==> src/rtl/uart_pkg.sv <==
// uart_pkg: shared types and constants for the UART transmitter and
// a future receiver.
//   parity_mode_t : decoded parity selection
//   stop_bits_t   : decoded stop-bit selection
//   tx_state_t    : transmitter FSM states
//   OVERSAMPLE    : baud ticks per bit period
package uart_pkg;

  localparam int OVERSAMPLE = 16;

  typedef enum logic [2:0] {
    PAR_NONE  = 3'd0,
    PAR_EVEN  = 3'd1,
    PAR_ODD   = 3'd2,
    PAR_MARK  = 3'd3,
    PAR_SPACE = 3'd4
  } parity_mode_t;

  typedef enum logic [1:0] {
    STOP_1   = 2'd0,
    STOP_1_5 = 2'd1,
    STOP_2   = 2'd2
  } stop_bits_t;

  typedef enum logic [2:0] {
    ST_IDLE,
    ST_START,
    ST_DATA,
    ST_PARITY,
    ST_STOP,
    ST_BREAK
  } tx_state_t;

  // Codes 5..7 are reserved and behave as "no parity".
  function automatic parity_mode_t decode_parity(input logic [2:0] mode);
    case (mode)
      3'd1:    return PAR_EVEN;
      3'd2:    return PAR_ODD;
      3'd3:    return PAR_MARK;
      3'd4:    return PAR_SPACE;
      default: return PAR_NONE;
    endcase
  endfunction

  // Code 3 is an alias for two stop bits.
  function automatic stop_bits_t decode_stop(input logic [1:0] sel);
    case (sel)
      2'd0:    return STOP_1;
      2'd1:    return STOP_1_5;
      default: return STOP_2;
    endcase
  endfunction

  // Index of the final tick of the stop period (tick count minus one).
  function automatic logic [4:0] stop_last_tick(input stop_bits_t sb);
    case (sb)
      STOP_1:   return 5'(OVERSAMPLE - 1);
      STOP_1_5: return 5'(OVERSAMPLE + OVERSAMPLE / 2 - 1);
      default:  return 5'(2 * OVERSAMPLE - 1);
    endcase
  endfunction

endpackage

==> src/rtl/sync_fifo_with_clear.sv <==
// sync_fifo_with_clear: show-ahead synchronous FIFO with flush and level.
//   clk, rst_n : clock, synchronous active-low reset
//   i_clear    : flush all entries (wins over a simultaneous write/read)
//   i_wr_en    : push i_wr_data (ignored when full)
//   i_rd_en    : pop the head word (ignored when empty)
//   o_rd_data  : head word, valid whenever !o_empty
//   o_full, o_empty, o_level : occupancy status
module sync_fifo_with_clear
  import uart_pkg::*;
#(
  parameter int  WIDTH = 9,
  parameter int  DEPTH = 16,
  localparam int AW    = $clog2(DEPTH),
  localparam int LW    = $clog2(DEPTH + 1)
) (
  input  logic             clk,
  input  logic             rst_n,
  input  logic             i_clear,
  input  logic             i_wr_en,
  input  logic [WIDTH-1:0] i_wr_data,
  input  logic             i_rd_en,
  output logic [WIDTH-1:0] o_rd_data,
  output logic             o_full,
  output logic             o_empty,
  output logic [LW-1:0]    o_level
);

  localparam logic [LW-1:0] FULL_LEVEL = LW'(DEPTH);

  logic [WIDTH-1:0] mem [DEPTH];
  logic [AW-1:0]    wr_ptr_q;
  logic [AW-1:0]    rd_ptr_q;
  logic [LW-1:0]    level_q;
  logic             push;
  logic             pop;

  assign o_full    = (level_q == FULL_LEVEL);
  assign o_empty   = (level_q == '0);
  assign o_level   = level_q;
  assign o_rd_data = mem[rd_ptr_q];

  assign push = i_wr_en && !o_full && !i_clear;
  assign pop  = i_rd_en && !o_empty && !i_clear;

  always_ff @(posedge clk) begin
    if (push) begin
      mem[wr_ptr_q] <= i_wr_data;
    end
  end

  always_ff @(posedge clk) begin
    if (!rst_n || i_clear) begin
      wr_ptr_q <= '0;
      rd_ptr_q <= '0;
      level_q  <= '0;
    end else begin
      if (push) begin
        wr_ptr_q <= wr_ptr_q + AW'(1);
      end
      if (pop) begin
        rd_ptr_q <= rd_ptr_q + AW'(1);
      end
      case ({push, pop})
        2'b10:   level_q <= level_q + LW'(1);
        2'b01:   level_q <= level_q - LW'(1);
        default: level_q <= level_q;
      endcase
    end
  end

endmodule

==> src/rtl/uart_baud_gen.sv <==
// uart_baud_gen: oversample tick generator.
//   clk, rst_n : clock, synchronous active-low reset
//   i_restart  : reload the counter from i_div and suppress the tick
//   i_div      : clocks per tick minus one (0 = tick every clock)
//   o_tick     : one-cycle tick when the down-counter reaches zero
module uart_baud_gen #(
  parameter int DIV_W = 16
) (
  input  logic             clk,
  input  logic             rst_n,
  input  logic             i_restart,
  input  logic [DIV_W-1:0] i_div,
  output logic             o_tick
);

  logic [DIV_W-1:0] count_q;

  always_ff @(posedge clk) begin
    if (!rst_n) begin
      count_q <= '0;
    end else if (i_restart || (count_q == '0)) begin
      count_q <= i_div;
    end else begin
      count_q <= count_q - DIV_W'(1);
    end
  end

  // Restart holds the phase, so the first tick of a new frame lands
  // exactly i_div+1 clocks after the restart is released.
  assign o_tick = !i_restart && (count_q == '0);

endmodule

==> src/rtl/uart_tx_ext.sv <==
// uart_tx_ext: UART transmitter with TX FIFO, internal 16x baud generator,
// 5..DATA_MAX data bits, five parity modes, 1/1.5/2 stop bits, CTS flow
// control and break generation.
//   clk, rst_n          : clock, synchronous active-low reset
//   i_enable            : allow new frames to start
//   i_data_bits         : data bits per frame (clamped to 5..DATA_MAX)
//   i_parity_mode       : 0 none, 1 even, 2 odd, 3 mark, 4 space, 5-7 none
//   i_stop_bits         : 0 = 1, 1 = 1.5, 2/3 = 2 stop bits
//   i_baud_div          : clocks per oversample tick minus one
//   i_cts_en, i_cts_n   : CTS flow control (cts_n asynchronous, active low)
//   i_break             : hold the line low (priority over data)
//   i_fifo_wr_en/_data  : push a word, LSB transmitted first
//   i_fifo_clear        : flush the FIFO
//   i_overflow_clr      : clear the sticky overflow flag
//   o_fifo_full/_empty/_level, o_overflow_error : FIFO status
//   o_busy              : transmitter not idle
//   o_tx_done           : one-cycle pulse as each frame's stop period ends
//   o_uart_tx           : serial line, idle high
module uart_tx_ext
  import uart_pkg::*;
#(
  parameter int  FIFO_DEPTH = 16,
  parameter int  DATA_MAX   = 9,
  parameter int  DIV_W      = 16,
  localparam int LVL_W      = $clog2(FIFO_DEPTH + 1)
) (
  input  logic                clk,
  input  logic                rst_n,
  input  logic                i_enable,
  input  logic [3:0]          i_data_bits,
  input  logic [2:0]          i_parity_mode,
  input  logic [1:0]          i_stop_bits,
  input  logic [DIV_W-1:0]    i_baud_div,
  input  logic                i_cts_en,
  input  logic                i_cts_n,
  input  logic                i_break,
  input  logic                i_fifo_wr_en,
  input  logic [DATA_MAX-1:0] i_fifo_wr_data,
  input  logic                i_fifo_clear,
  input  logic                i_overflow_clr,
  output logic                o_fifo_full,
  output logic                o_fifo_empty,
  output logic [LVL_W-1:0]    o_fifo_level,
  output logic                o_overflow_error,
  output logic                o_busy,
  output logic                o_tx_done,
  output logic                o_uart_tx
);

  localparam logic [3:0] MIN_BITS = 4'd5;
  localparam logic [3:0] MAX_BITS = 4'(DATA_MAX);
  localparam logic [4:0] BIT_LAST = 5'(OVERSAMPLE - 1);

  tx_state_t           state_q;
  tx_state_t           state_d;

  logic                cts_meta_q;
  logic                cts_sync_q;
  logic [DIV_W-1:0]    div_q;
  logic [DIV_W-1:0]    div_sel;
  logic                tick;
  logic                restart;
  logic [4:0]          tick_cnt_q;
  logic                unit_end;
  logic                stop_end;

  logic [DATA_MAX-1:0] shift_q;
  logic [3:0]          bit_idx_q;
  logic [3:0]          nbits_q;
  logic [3:0]          nbits_in;
  parity_mode_t        parity_q;
  logic [4:0]          stop_last_q;
  logic                par_acc_q;
  logic                guard_q;
  logic                parity_bit;

  logic                frame_go;
  logic                pop;
  logic [DATA_MAX-1:0] fifo_head;
  logic                overflow_q;

  sync_fifo_with_clear #(
    .WIDTH (DATA_MAX),
    .DEPTH (FIFO_DEPTH)
  ) u_fifo (
    .clk       (clk),
    .rst_n     (rst_n),
    .i_clear   (i_fifo_clear),
    .i_wr_en   (i_fifo_wr_en),
    .i_wr_data (i_fifo_wr_data),
    .i_rd_en   (pop),
    .o_rd_data (fifo_head),
    .o_full    (o_fifo_full),
    .o_empty   (o_fifo_empty),
    .o_level   (o_fifo_level)
  );

  // The divisor is sampled while idle and frozen for the whole frame so a
  // mid-frame register write cannot change the bit period.
  assign restart = (state_q == ST_IDLE);
  assign div_sel = restart ? i_baud_div : div_q;

  uart_baud_gen #(
    .DIV_W (DIV_W)
  ) u_baud (
    .clk       (clk),
    .rst_n     (rst_n),
    .i_restart (restart),
    .i_div     (div_sel),
    .o_tick    (tick)
  );

  assign unit_end = tick && (tick_cnt_q == BIT_LAST);
  assign stop_end = tick && (tick_cnt_q == stop_last_q);
  assign frame_go = i_enable && !o_fifo_empty && (!i_cts_en || !cts_sync_q);

  always_comb begin
    nbits_in = i_data_bits;
    if (i_data_bits < MIN_BITS) begin
      nbits_in = MIN_BITS;
    end else if (i_data_bits > MAX_BITS) begin
      nbits_in = MAX_BITS;
    end
  end

  always_comb begin
    case (parity_q)
      PAR_EVEN: parity_bit = par_acc_q;
      PAR_ODD:  parity_bit = !par_acc_q;
      PAR_MARK: parity_bit = 1'b1;
      default:  parity_bit = 1'b0;
    endcase
  end

  // State register.
  always_ff @(posedge clk) begin
    if (!rst_n) begin
      state_q <= ST_IDLE;
    end else begin
      state_q <= state_d;
    end
  end

  // Next-state logic.
  always_comb begin
    state_d = state_q;
    case (state_q)
      ST_IDLE: begin
        if (i_break) begin
          state_d = ST_BREAK;
        end else if (frame_go) begin
          state_d = ST_START;
        end
      end
      ST_START: begin
        if (unit_end) begin
          state_d = ST_DATA;
        end
      end
      ST_DATA: begin
        if (unit_end && (bit_idx_q == nbits_q - 4'd1)) begin
          state_d = (parity_q == PAR_NONE) ? ST_STOP : ST_PARITY;
        end
      end
      ST_PARITY: begin
        if (unit_end) begin
          state_d = ST_STOP;
        end
      end
      ST_STOP: begin
        if (stop_end) begin
          state_d = ST_IDLE;
        end
      end
      ST_BREAK: begin
        if (guard_q && unit_end) begin
          state_d = ST_IDLE;
        end
      end
      default: state_d = ST_IDLE;
    endcase
  end

  // Outputs and the FIFO pop strobe.
  always_comb begin
    o_uart_tx = 1'b1;
    o_tx_done = 1'b0;
    o_busy    = (state_q != ST_IDLE);
    pop       = 1'b0;
    case (state_q)
      ST_IDLE:   pop       = !i_break && frame_go;
      ST_START:  o_uart_tx = 1'b0;
      ST_DATA:   o_uart_tx = shift_q[0];
      ST_PARITY: o_uart_tx = parity_bit;
      ST_STOP:   o_tx_done = stop_end;
      ST_BREAK:  o_uart_tx = guard_q;
      default:   o_uart_tx = 1'b1;
    endcase
  end

  // Datapath: CTS synchroniser, tick counter, frame shifter and latched config.
  always_ff @(posedge clk) begin
    if (!rst_n) begin
      cts_meta_q  <= 1'b1;
      cts_sync_q  <= 1'b1;
      div_q       <= '0;
      tick_cnt_q  <= '0;
      shift_q     <= '0;
      bit_idx_q   <= '0;
      nbits_q     <= MIN_BITS;
      parity_q    <= PAR_NONE;
      stop_last_q <= BIT_LAST;
      par_acc_q   <= 1'b0;
      guard_q     <= 1'b0;
    end else begin
      cts_meta_q <= i_cts_n;
      cts_sync_q <= cts_meta_q;

      if (restart) begin
        div_q <= i_baud_div;
      end

      // Every bit is 16 ticks except the stop period, so the counter wraps
      // at the end of each bit and only STOP counts beyond 15.
      if (state_q == ST_IDLE) begin
        tick_cnt_q <= '0;
      end else if (tick) begin
        if ((state_q == ST_STOP) ? stop_end : unit_end) begin
          tick_cnt_q <= '0;
        end else begin
          tick_cnt_q <= tick_cnt_q + 5'd1;
        end
      end

      if (pop) begin
        shift_q     <= fifo_head;
        bit_idx_q   <= '0;
        par_acc_q   <= 1'b0;
        nbits_q     <= nbits_in;
        parity_q    <= decode_parity(i_parity_mode);
        stop_last_q <= stop_last_tick(decode_stop(i_stop_bits));
      end else if ((state_q == ST_DATA) && unit_end) begin
        shift_q   <= shift_q >> 1;
        par_acc_q <= par_acc_q ^ shift_q[0];
        bit_idx_q <= bit_idx_q + 4'd1;
      end

      // After break release the low bit period is finished, then one full
      // bit period of high line is forced before returning to idle.
      if (state_q != ST_BREAK) begin
        guard_q <= 1'b0;
      end else if (!guard_q && unit_end && !i_break) begin
        guard_q <= 1'b1;
      end
    end
  end

  // Setting the overflow flag takes precedence over clearing it.
  always_ff @(posedge clk) begin
    if (!rst_n) begin
      overflow_q <= 1'b0;
    end else if (i_fifo_wr_en && o_fifo_full) begin
      overflow_q <= 1'b1;
    end else if (i_overflow_clr) begin
      overflow_q <= 1'b0;
    end
  end

  assign o_overflow_error = overflow_q;

endmodule

==> config.mk <==
export PLATFORM = sky130hd
export DESIGN_NAME = uart_tx_ext
export DESIGN_NICKNAME = d
export VERILOG_FILES = /design/src/rtl/uart_pkg.sv /design/src/rtl/sync_fifo_with_clear.sv /design/src/rtl/uart_baud_gen.sv /design/src/rtl/uart_tx_ext.sv
export SDC_FILE = /design/constraint.sdc
export NUM_CORES = 1
export LEC_CHECK = 0
export CORE_ASPECT_RATIO = 2
export CORE_MARGIN = 1
export CORE_UTILIZATION = 40
export CTS_CLUSTER_DIAMETER = 150
export DETAILED_ROUTE_END_ITERATION = 8
export DONT_BUFFER_PORTS = 1
export HOLD_SLACK_MARGIN = 0.02
export PLACE_DENSITY = 0.59
export SLEW_MARGIN = 0
export SYNTH_ARGS = -nofsm -noshare
export SYNTH_HDL_FRONTEND = slang
export SYNTH_SLANG_ARGS = --single-unit
==> constraint.sdc <==
create_clock -name clk -period 7.2 [get_ports clk]
set_clock_uncertainty 0.2 [all_clocks]
set_input_delay 1.44 -clock clk [delete_from_list [all_inputs] [get_ports clk]]
set_output_delay 1.44 -clock clk [all_outputs]
set_load 0.03 [all_outputs]
==> flow_metrics.env, run 1 <==
export IMPL_setup_viol=0
export IMPL_dieWidth_um=111
export IMPL_rsz0062_at_grt="false"
export IMPL_vdd_drop_max_mv=0.125
export IMPL_relSlewSlack=0.173
export IMPL_syn_area_um2=9590
export IMPL_core_area_um2=23400
export IMPL_powerDensity_nw_per_um2=289
export IMPL_p_leak_nw=3.34
export IMPL_clock_sinks=228
export IMPL_netlist_cell_type_count=61
export IMPL_initial_core_util=0.409
export IMPL_grt_pass1_wl_um=32600
export IMPL_wl_per_cell_um=20.9
export IMPL_slew_violations=0
export IMPL_syn2layout_area_growth_pct=9.83
export IMPL_synth_seq_cells=228
export IMPL_die_area_um2=24600
export IMPL_ys_async_sr_fraction=0
export IMPL_die_y_um=221
export IMPL_vias_per_cell=5.66
export IMPL_maxCapViolCount=0
export IMPL_setup_worst_path_start="u_baud.count_q[0]"
export IMPL_grt_total_usage=0.172
export IMPL_r2r_start="u_fifo.o_level[1]"
export IMPL_clockRootBuffer="clkbuf_16"
export IMPL_whs_ns=0.224
export IMPL_drt_total_wl_um=20700
export IMPL_dp_slack_ns=2.96
export IMPL_worstPathRequired_ns=5.56
export IMPL_clkTransAtPathRegs_ns=0.07
export IMPL_final_cells=991
export IMPL_postCtsSetupRepairBufs=0
export IMPL_place_inst=955
export IMPL_fin_area_um2=10500
export IMPL_post_cts_resize_count=0
export IMPL_syn_inst=700
export IMPL_status="finished with violations"
export IMPL_ant_nets=0
export IMPL_antenna_found_initial=0
export IMPL_crit_fanout=11
export IMPL_synth_edff_count=144
export IMPL_yosysSeqAreaShare=0.626
export IMPL_yosysWarnings=0
export IMPL_fin_crit_sh=0.630
export IMPL_cp_arrival_ns=2.89
export IMPL_clk_path_buf_depth=3
export IMPL_criticalPathCategory="flop to output port"
export IMPL_hold_buffers=0
export IMPL_hp_start="cts_meta_q"
export IMPL_drt_pass1_iterations=7
export IMPL_diodes=0
export IMPL_nFillCells=2069
export IMPL_grt_overflow_total=0
export IMPL_gp_congestion=0.809
export IMPL_io_buffer_count=0
export IMPL_dp_hpwl_um=14700
export IMPL_cts_made_buffers=21
export IMPL_critPathLaunchType="flop"
export IMPL_hold_path_class="flop to flop"
export IMPL_grt_pass1_vias=5991
export IMPL_syn_nets=757
export IMPL_hold_violations=0
export IMPL_finish_utilization=0.450
export IMPL_num_rows=79
export IMPL_syn_avg_cell_area_um2=13.7
export IMPL_clock_latency_ns=0.51
export IMPL_drc=4
export IMPL_htreeDepth=1
export IMPL_synthFlopType="edfxtp_1"
export IMPL_fmax_mhz=221
export IMPL_violations="design-rule violations"
export IMPL_fin_tns_setup_ns=0
export IMPL_drive_gt1_frac=0.138
export IMPL_power_mw=3.05
export IMPL_tightestPinTransition_ns=1.24
export IMPL_ios=54
export IMPL_grt_max_degree=37
export IMPL_cts_tree="built"
export IMPL_drt_iter0_drc=324
export IMPL_placed_area_um2=9860
export IMPL_cp_end_kind="output port"
export IMPL_min_period_ns=4.53
export IMPL_via_count=5609
export IMPL_nNetsFinal=752
export IMPL_setup_ws_ns=2.67
[area by class of cell]
class | instances | area (µm²) | area share
clock buffers | 23 | 533 | 0.0506
repair buffers | 9 | 67.6 | 0.00642
inverters | 16 | 60.1 | 0.00570
flip-flops and latches | 228 | 6010 | 0.570
well taps | 283 | 354 | 0.0336
multi-input cells | 419 | 3370 | 0.320
clock inverters | 13 | 138 | 0.0131
[Yosys cell counts (3+ instances only)]
cell | n | area [µm²]
nand4_1 | 5 | 31.3
xnor2_1 | 18 | 158
nand3_1 | 10 | 50.1
nand4b_1 | 4 | 35.0
or4_1 | 5 | 37.5
nor4b_1 | 3 | 26.3
a31oi_1 | 3 | 18.8
buf_2 | 9 | 45.0
nand3b_1 | 3 | 22.5
nand2_1 | 67 | 251
ha_1 | 14 | 175
nand2b_1 | 7 | 43.8
clkbuf_1 | 24 | 90.1
nor2_1 | 61 | 229
mux2i_1 | 13 | 130
o21ai_0 | 12 | 60.1
nor4_1 | 4 | 25.0
xor2_1 | 17 | 149
inv_1 | 15 | 56.3
a211oi_1 | 11 | 82.6
edfxtp_1 | 144 | 4320
nor2b_1 | 3 | 18.8
nor3b_1 | 3 | 22.5
dfxtp_1 | 84 | 1680
and3_1 | 3 | 18.8
mux4_2 | 44 | 991
a21oi_1 | 34 | 170
a2bb2oi_1 | 15 | 131
nor3_1 | 22 | 110
[placed cells by master (no fill, tap or decap), types with 4 or more instances in the layout]
cell	instances
nor3_1	21
edfxtp_1	144
mux2i_1	13
xor2_1	17
o21ai_0	12
buf_4	9
mux4_2	44
a21oi_1	34
nand4b_1	4
nand3_1	10
a211oi_1	10
a2bb2oi_1	15
dfxtp_1	83
inv_1	15
nand4_1	5
clkbuf_16	21
ha_1	14
nor2_1	61
clkinv_1	6
nand2b_1	7
nor4_1	4
xnor2_1	18
nand2_1	67
or4_1	5
[where the power goes]
group	leakage (nW)	switching, mW	internal (mW)
Combinational	1.04	0.241	0.165
Sequential	1.98	0.0679	1.46
Clock	0.320	0.473	0.640
Total	3.34	0.781	2.26
[registers in the layout (all words and copies together), names as in the netlist, named ones only]
register and cells:
stop_last_q 2, nbits_q 4, shift_q 9, u_fifo.rd_ptr_q 4, par_acc_q 1, div_q 16
u_fifo.mem 144, tick_cnt_q 5, u_baud.count_q 16, u_fifo.o_level 5, state_q 3, guard_q 1
cts_meta_q 1, parity_q 3, cts_sync_q 1, o_overflow_error 1, u_fifo.wr_ptr_q 4, bit_idx_q 4
[layer usage]
layer | up-vias | track usage | share of wire
li1 | 2626 | - | -
met1 | 2810 | 0.163 | 0.34
met2 | 126 | 0.344 | 0.57
met3 | 47 | 0.0301 | 0.043
met4 | 0 | 0.0876 | 0.045
met5 | - | 0 | 0
[worst paths after layout]
check        slack (ns)  depth (start not counted)                end
max                2.67                          5          o_tx_done
min                0.22                          1         cts_sync_q
max reg2reg        3.60                          9  u_fifo.o_level[2]
min reg2reg        0.22                          1         cts_sync_q
[logic make-up (layout without fill, tap and decap cells)]
| kind of cell | count (synthesis) | count (layout) | share of synthesized area |
|---|---|---|---|
| flip-flops | 228 | 228 | 0.626 |
| multiplexers | 58 | 58 | 0.118 |
| XOR/XNOR | 35 | 35 | 0.0320 |
| buffers and inverters | 53 | 61 | 0.0231 |
| AO/OA/AOI/OAI | 99 | 99 | 0.0728 |
| adder cells (fa/ha/maj) | 14 | 14 | 0.0183 |
| AND/OR/NAND/NOR | 213 | 213 | 0.109 |
[critical path: stages, from the launching register on]
cell	delay, ns
dfxtp_1	0.36
inv_1	0.10
ha_1	0.14
nor4b_1	0.39
nand4_1	0.50
nor3_1	0.89
Note: power is estimated with default switching activity, not from simulation.
==> inputs of run 2 (changes only) <==
- clock period: 7.2 -> 4.65 ns (I/O delays scaled with it)
==> flow_metrics.env, run 2 (synthesis results as in run 1) <==
export IMPL_syn2layout_area_growth_pct=10.1
export IMPL_cp_arrival_ns=3.87
export IMPL_clockRootBuffer="clkbuf_16"
export IMPL_place_inst=959
export IMPL_hold_buffers=0
export IMPL_antenna_found_initial=0
export IMPL_hold_violations=0
export IMPL_core_area_um2=23400
export IMPL_vias_per_cell=5.62
export IMPL_grt_pass1_vias=6085
export IMPL_drt_total_wl_um=20200
export IMPL_final_cells=998
export IMPL_fmax_mhz=275
export IMPL_powerDensity_nw_per_um2=441
export IMPL_grt_pass1_wl_um=32100
export IMPL_gp_congestion=0.802
export IMPL_dieWidth_um=111
export IMPL_via_count=5607
export IMPL_vdd_drop_max_mv=0.232
export IMPL_largest_register_ffs=144
export IMPL_fin_crit_sh=0.782
export IMPL_cp_end_kind="flop"
export IMPL_die_y_um=221
export IMPL_die_area_um2=24600
export IMPL_clock_sinks=228
export IMPL_setup_worst_path_start="u_fifo.o_level[1]"
export IMPL_dp_slack_ns=0.860
export IMPL_r2r_cells=9
export IMPL_postCtsSetupRepairBufs=0
export IMPL_clkTransAtPathRegs_ns=0.07
export IMPL_tightestPinTransition_ns=1.09
export IMPL_cts_tree="built"
export IMPL_crit_cells=9
export IMPL_regMostFlops="u_fifo.mem"
export IMPL_status="finished with violations"
export IMPL_path_cells="nor4_4 > a211oi_1 > inv_1 > ha_1 > xor2_1 > ha_1 > o21a_1 > or4_1 > a21oi_1"
export IMPL_post_cts_resize_count=0
export IMPL_ant_nets=0
export IMPL_r2r_end="u_fifo.o_level[2]"
export IMPL_crit_path_top_delay_cell="dfxtp_1"
export IMPL_max_stage_delay_ns=0.73
export IMPL_htreeDepth=1
export IMPL_reg_largest_list="u_fifo.mem (144), div_q (16), u_baud.count_q (16)"
export IMPL_nNetsFinal=757
export IMPL_ios=54
export IMPL_grt_total_usage=0.170
export IMPL_min_period_ns=3.64
export IMPL_r2r_start="u_fifo.o_level[1]"
export IMPL_drc=4
export IMPL_maxCapViolCount=0
export IMPL_slew_violations=0
export IMPL_worstPathRequired_ns=4.88
export IMPL_grt_overflow_total=0
export IMPL_path_delay_family="compound AO/OA/AOI/OAI gates"
export IMPL_hold_path_class="flop to flop"
export IMPL_rsz0062_at_grt="false"
export IMPL_crit_path_end="u_fifo.o_level[2]"
export IMPL_rrSetupSlack_ns=1.01
export IMPL_num_rows=79
export IMPL_p_leak_nw=3.36
export IMPL_final_common_cell="edfxtp_1"
export IMPL_drt_iter0_drc=399
export IMPL_initial_core_util=0.409
export IMPL_grt_max_degree=36
export IMPL_criticalPathCategory="flop to flop"
export IMPL_power_mw=4.65
export IMPL_relSlewSlack=0.271
export IMPL_clk_path_buf_depth=3
export IMPL_nFillCells=2057
export IMPL_critPathBufInv=1
export IMPL_drive_gt1_frac=0.148
export IMPL_drt_pass1_iterations=7
export IMPL_cts_made_buffers=22
export IMPL_io_buffer_count=0
export IMPL_fin_tns_setup_ns=0
export IMPL_dp_hpwl_um=14400
export IMPL_path_common_cell="ha_1"
export IMPL_setup_ws_ns=1.01
export IMPL_violations="design-rule violations"
export IMPL_final_cell_mix="edfxtp_1, dfxtp_1, nand2_1, nor2_1, mux4_2"
export IMPL_setup_viol=0
export IMPL_critPathLaunchType="flop"
export IMPL_crit_fanout=12
export IMPL_clock_latency_ns=0.51
export IMPL_wl_per_cell_um=20.2
export IMPL_diodes=0
==> run 2: stage by stage <==
step	utilization	instance area, µm²	hold WS [ns]
floorplan	-	9590	0.186
global placement	0.422	9890	0.196
detailed placement	0.422	9890	0.207
CTS	0.451	10600	0.221
global route	0.451	10600	0.253
finish	0.451	10600	0.216
==> run 2: final cells by class <==
class | count | area [µm²] | area share
Clock inverter | 14 | 85.1 | 0.00806
Clock buffer | 25 | 583 | 0.0552
Tap cell | 283 | 354 | 0.0335
Inverter | 16 | 60.1 | 0.00569
Multi-Input combinational cell | 419 | 3370 | 0.319
Timing Repair Buffer | 13 | 97.6 | 0.00924
Sequential cell | 228 | 6010 | 0.569
==> run 2: worst min-delay path by stage <==
| stage | startpoint | slack, ns | cells after the start | end |
|---|---|---|---|---|
| after floorplan | cts_meta_q | 0.19 | 1 | cts_sync_q |
| after global placement | cts_meta_q | 0.20 | 1 | cts_sync_q |
| after detailed placement | cts_meta_q | 0.21 | 1 | cts_sync_q |
| after CTS | cts_meta_q | 0.22 | 1 | cts_sync_q |
| after global routing | cts_meta_q | 0.25 | 1 | cts_sync_q |
| final | cts_meta_q | 0.22 | 1 | cts_sync_q |
==> run 2: report_power, final <==
group	switching [mW]	internal, mW	leakage [nW]
Combinational	0.365	0.257	1.06
Sequential	0.108	2.26	1.98
Clock	0.755	0.908	0.321
Total	1.23	3.42	3.36
==> run 2: routing by layer <==
layer / routed length (µm) / vias up / track usage
li1: - / 2636 / -
met1: 6760 / 2782 / 0.161
met2: 11900 / 139 / 0.341
met3: 849 / 50 / 0.0266
met4: 716 / 0 / 0.0854
met5: 0 / - / 0
==> run 2: worst reg2reg max path: cells and delay by family (launching register included) <==
| kind | cells | cell delay, ns |
|---|---|---|
| buf+inv | 1 | 0.13 |
| flops | 1 | 0.73 |
| compound gates | 3 | 1.07 |
| fa+ha+maj | 2 | 0.61 |
| simple gates | 2 | 0.62 |
| xor+xnor | 1 | 0.21 |
==> inputs of run 3 (changes only) <==
- clock period: 4.65 -> 3.5 ns (I/O delays scaled with it)
==> flow_metrics.env, run 3 (synthesis results as in run 1) <==
export IMPL_drc=4
export IMPL_postCtsSetupRepairBufs=0
export IMPL_pwr_share_clk=0.368
export IMPL_cts_made_buffers=21
export IMPL_core_area_um2=23400
export IMPL_relSlewSlack=0.263
export IMPL_grt_pass1_vias=6172
export IMPL_syn2layout_area_growth_pct=12.3
export IMPL_cp_end_kind="flop"
export IMPL_vdd_drop_max_mv=0.346
export IMPL_path_cells="or4_4 > a2111oi_4 > ha_1 > xor2_1 > ha_1 > o21a_1 > or4_1 > a21oi_1"
export IMPL_hold_path_class="primary input to flop"
export IMPL_grt_total_usage=0.173
export IMPL_fin_tns_setup_ns=0
export IMPL_vias_per_cell=5.64
export IMPL_intPower_mw=4.73
export IMPL_grt_pass1_wl_um=33000
export IMPL_criticalPathCategory="flop to flop"
export IMPL_maxCapViolCount=0
export IMPL_fin_area_um2=10800
export IMPL_drt_iter0_drc=297
export IMPL_finish_utilization=0.460
export IMPL_power_mw=6.35
export IMPL_sw_frac_of_total=0.255
export IMPL_setup_viol=0
export IMPL_crit_fanout=11
export IMPL_ant_nets=0
export IMPL_die_y_um=221
export IMPL_diodes=0
export IMPL_min_period_ns=3.18
export IMPL_regMostFlops="u_fifo.mem"
export IMPL_p_comb_frac=0.138
export IMPL_max_stage_delay_ns=0.63
export IMPL_p_leak_nw=3.50
export IMPL_worstPathRequired_ns=3.72
export IMPL_gp_congestion=0.868
export IMPL_p_seq_frac=0.493
export IMPL_final_common_cell="edfxtp_1"
export IMPL_final_cell_mix="edfxtp_1, dfxtp_1, nand2_1, nor2_1, mux4_2"
export IMPL_io_buffer_count=0
export IMPL_wl_per_cell_um=20.3
export IMPL_clkTransAtPathRegs_ns=0.07
export IMPL_hold_buffers=0
export IMPL_placed_area_um2=10100
export IMPL_top_usage_layer="met2"
export IMPL_tightestPinTransition_ns=1.10
export IMPL_crit_path_top_delay_cell="or4_4"
export IMPL_status="finished with violations"
export IMPL_post_cts_resize_count=0
export IMPL_initial_core_util=0.409
export IMPL_num_rows=79
export IMPL_cp_arrival_ns=3.41
export IMPL_dieWidth_um=111
export IMPL_die_area_um2=24600
export IMPL_use_met2=0.355
export IMPL_path_common_cell="ha_1"
export IMPL_slew_violations=0
export IMPL_antenna_found_initial=0
export IMPL_ios=54
export IMPL_grt_max_degree=37
export IMPL_via_count=5740
export IMPL_nNetsFinal=778
export IMPL_drive_gt1_frac=0.170
export IMPL_met1_usage=0.166
export IMPL_clk_path_buf_depth=3
export IMPL_fmax_mhz=314
export IMPL_hold_violations=0
export IMPL_grt_overflow_total=0
export IMPL_dp_hpwl_um=14700
export IMPL_powerDensity_nw_per_um2=590
export IMPL_clock_latency_ns=0.50
export IMPL_switchingPower_mw=1.62
export IMPL_reg_largest_list="u_fifo.mem (144), div_q (16), u_baud.count_q (16)"
export IMPL_violations="design-rule violations"
export IMPL_critPathBufInv=0
export IMPL_cts_tree="built"
export IMPL_drt_total_wl_um=20600
export IMPL_htreeDepth=1
export IMPL_clockRootBuffer="clkbuf_16"
export IMPL_path_delay_family="simple AND/OR/NAND/NOR gates"
export IMPL_critPathLaunchType="flop"
export IMPL_fin_crit_sh=0.909
export IMPL_use_met3=0.0268
export IMPL_largest_register_ffs=144
export IMPL_clock_sinks=228
export IMPL_drt_pass1_iterations=7
export IMPL_rsz0062_at_grt="false"
## run 3: worst reg2reg max path, stage by stage (launching register included)
cell	delay, ns
dfxtp_1	0.41
or4_4	0.63
a2111oi_4	0.32
ha_1	0.39
xor2_1	0.12
ha_1	0.23
o21a_1	0.20
or4_1	0.47
a21oi_1	0.15
## run 3: power by group through the flow
stage | clock network (mW) | logic (mW) | registers, mW
finish | 2.34 | 0.878 | 3.13
global route | 2.48 | 0.974 | 3.15
CTS | 2.40 | 0.886 | 3.13
detailed placement | 0 | 0.883 | 3.19
global placement | 0 | 0.850 | 3.18
floorplan | 0 | 0.680 | 3.15
## run 3: through the flow
step	cells	hold slack [ns]	setup slack (ns)
finish	1017	0.0633	0.317
detailed placement	981	0.211	0.181
global placement	981	0.197	0.259
global route	1017	0.0562	0.122
floorplan	700	0.186	0.121
CTS	1017	0.0431	0.174
## run 3: per-layer routing
metal  share of wire  up-vias
met3           0.043       36
met4           0.027        0
met2            0.60      144
met5               0        -
met1            0.33     2883
li1                -     2677
## run 3: layout make-up
cell class              count  area (µm²)
clock buffers              27         569
clock inverters             9         124
fillers                  2054       12700
inverters                  16        60.1
multi-input cells         419        3380
flip-flops and latches    228        6010
well taps                 283         354
repair buffers             35         275
## run 3: path summary, 6_finish.rpt
check        startpoint           endpoint  slack [ns]  cells past startpoint
max          state_q[2]  u_fifo.o_level[2]        0.32                      8
min               rst_n         nbits_q[2]        0.06                      1
max reg2reg  state_q[2]  u_fifo.o_level[2]        0.32                      8
min reg2reg  cts_meta_q         cts_sync_q        0.22                      1
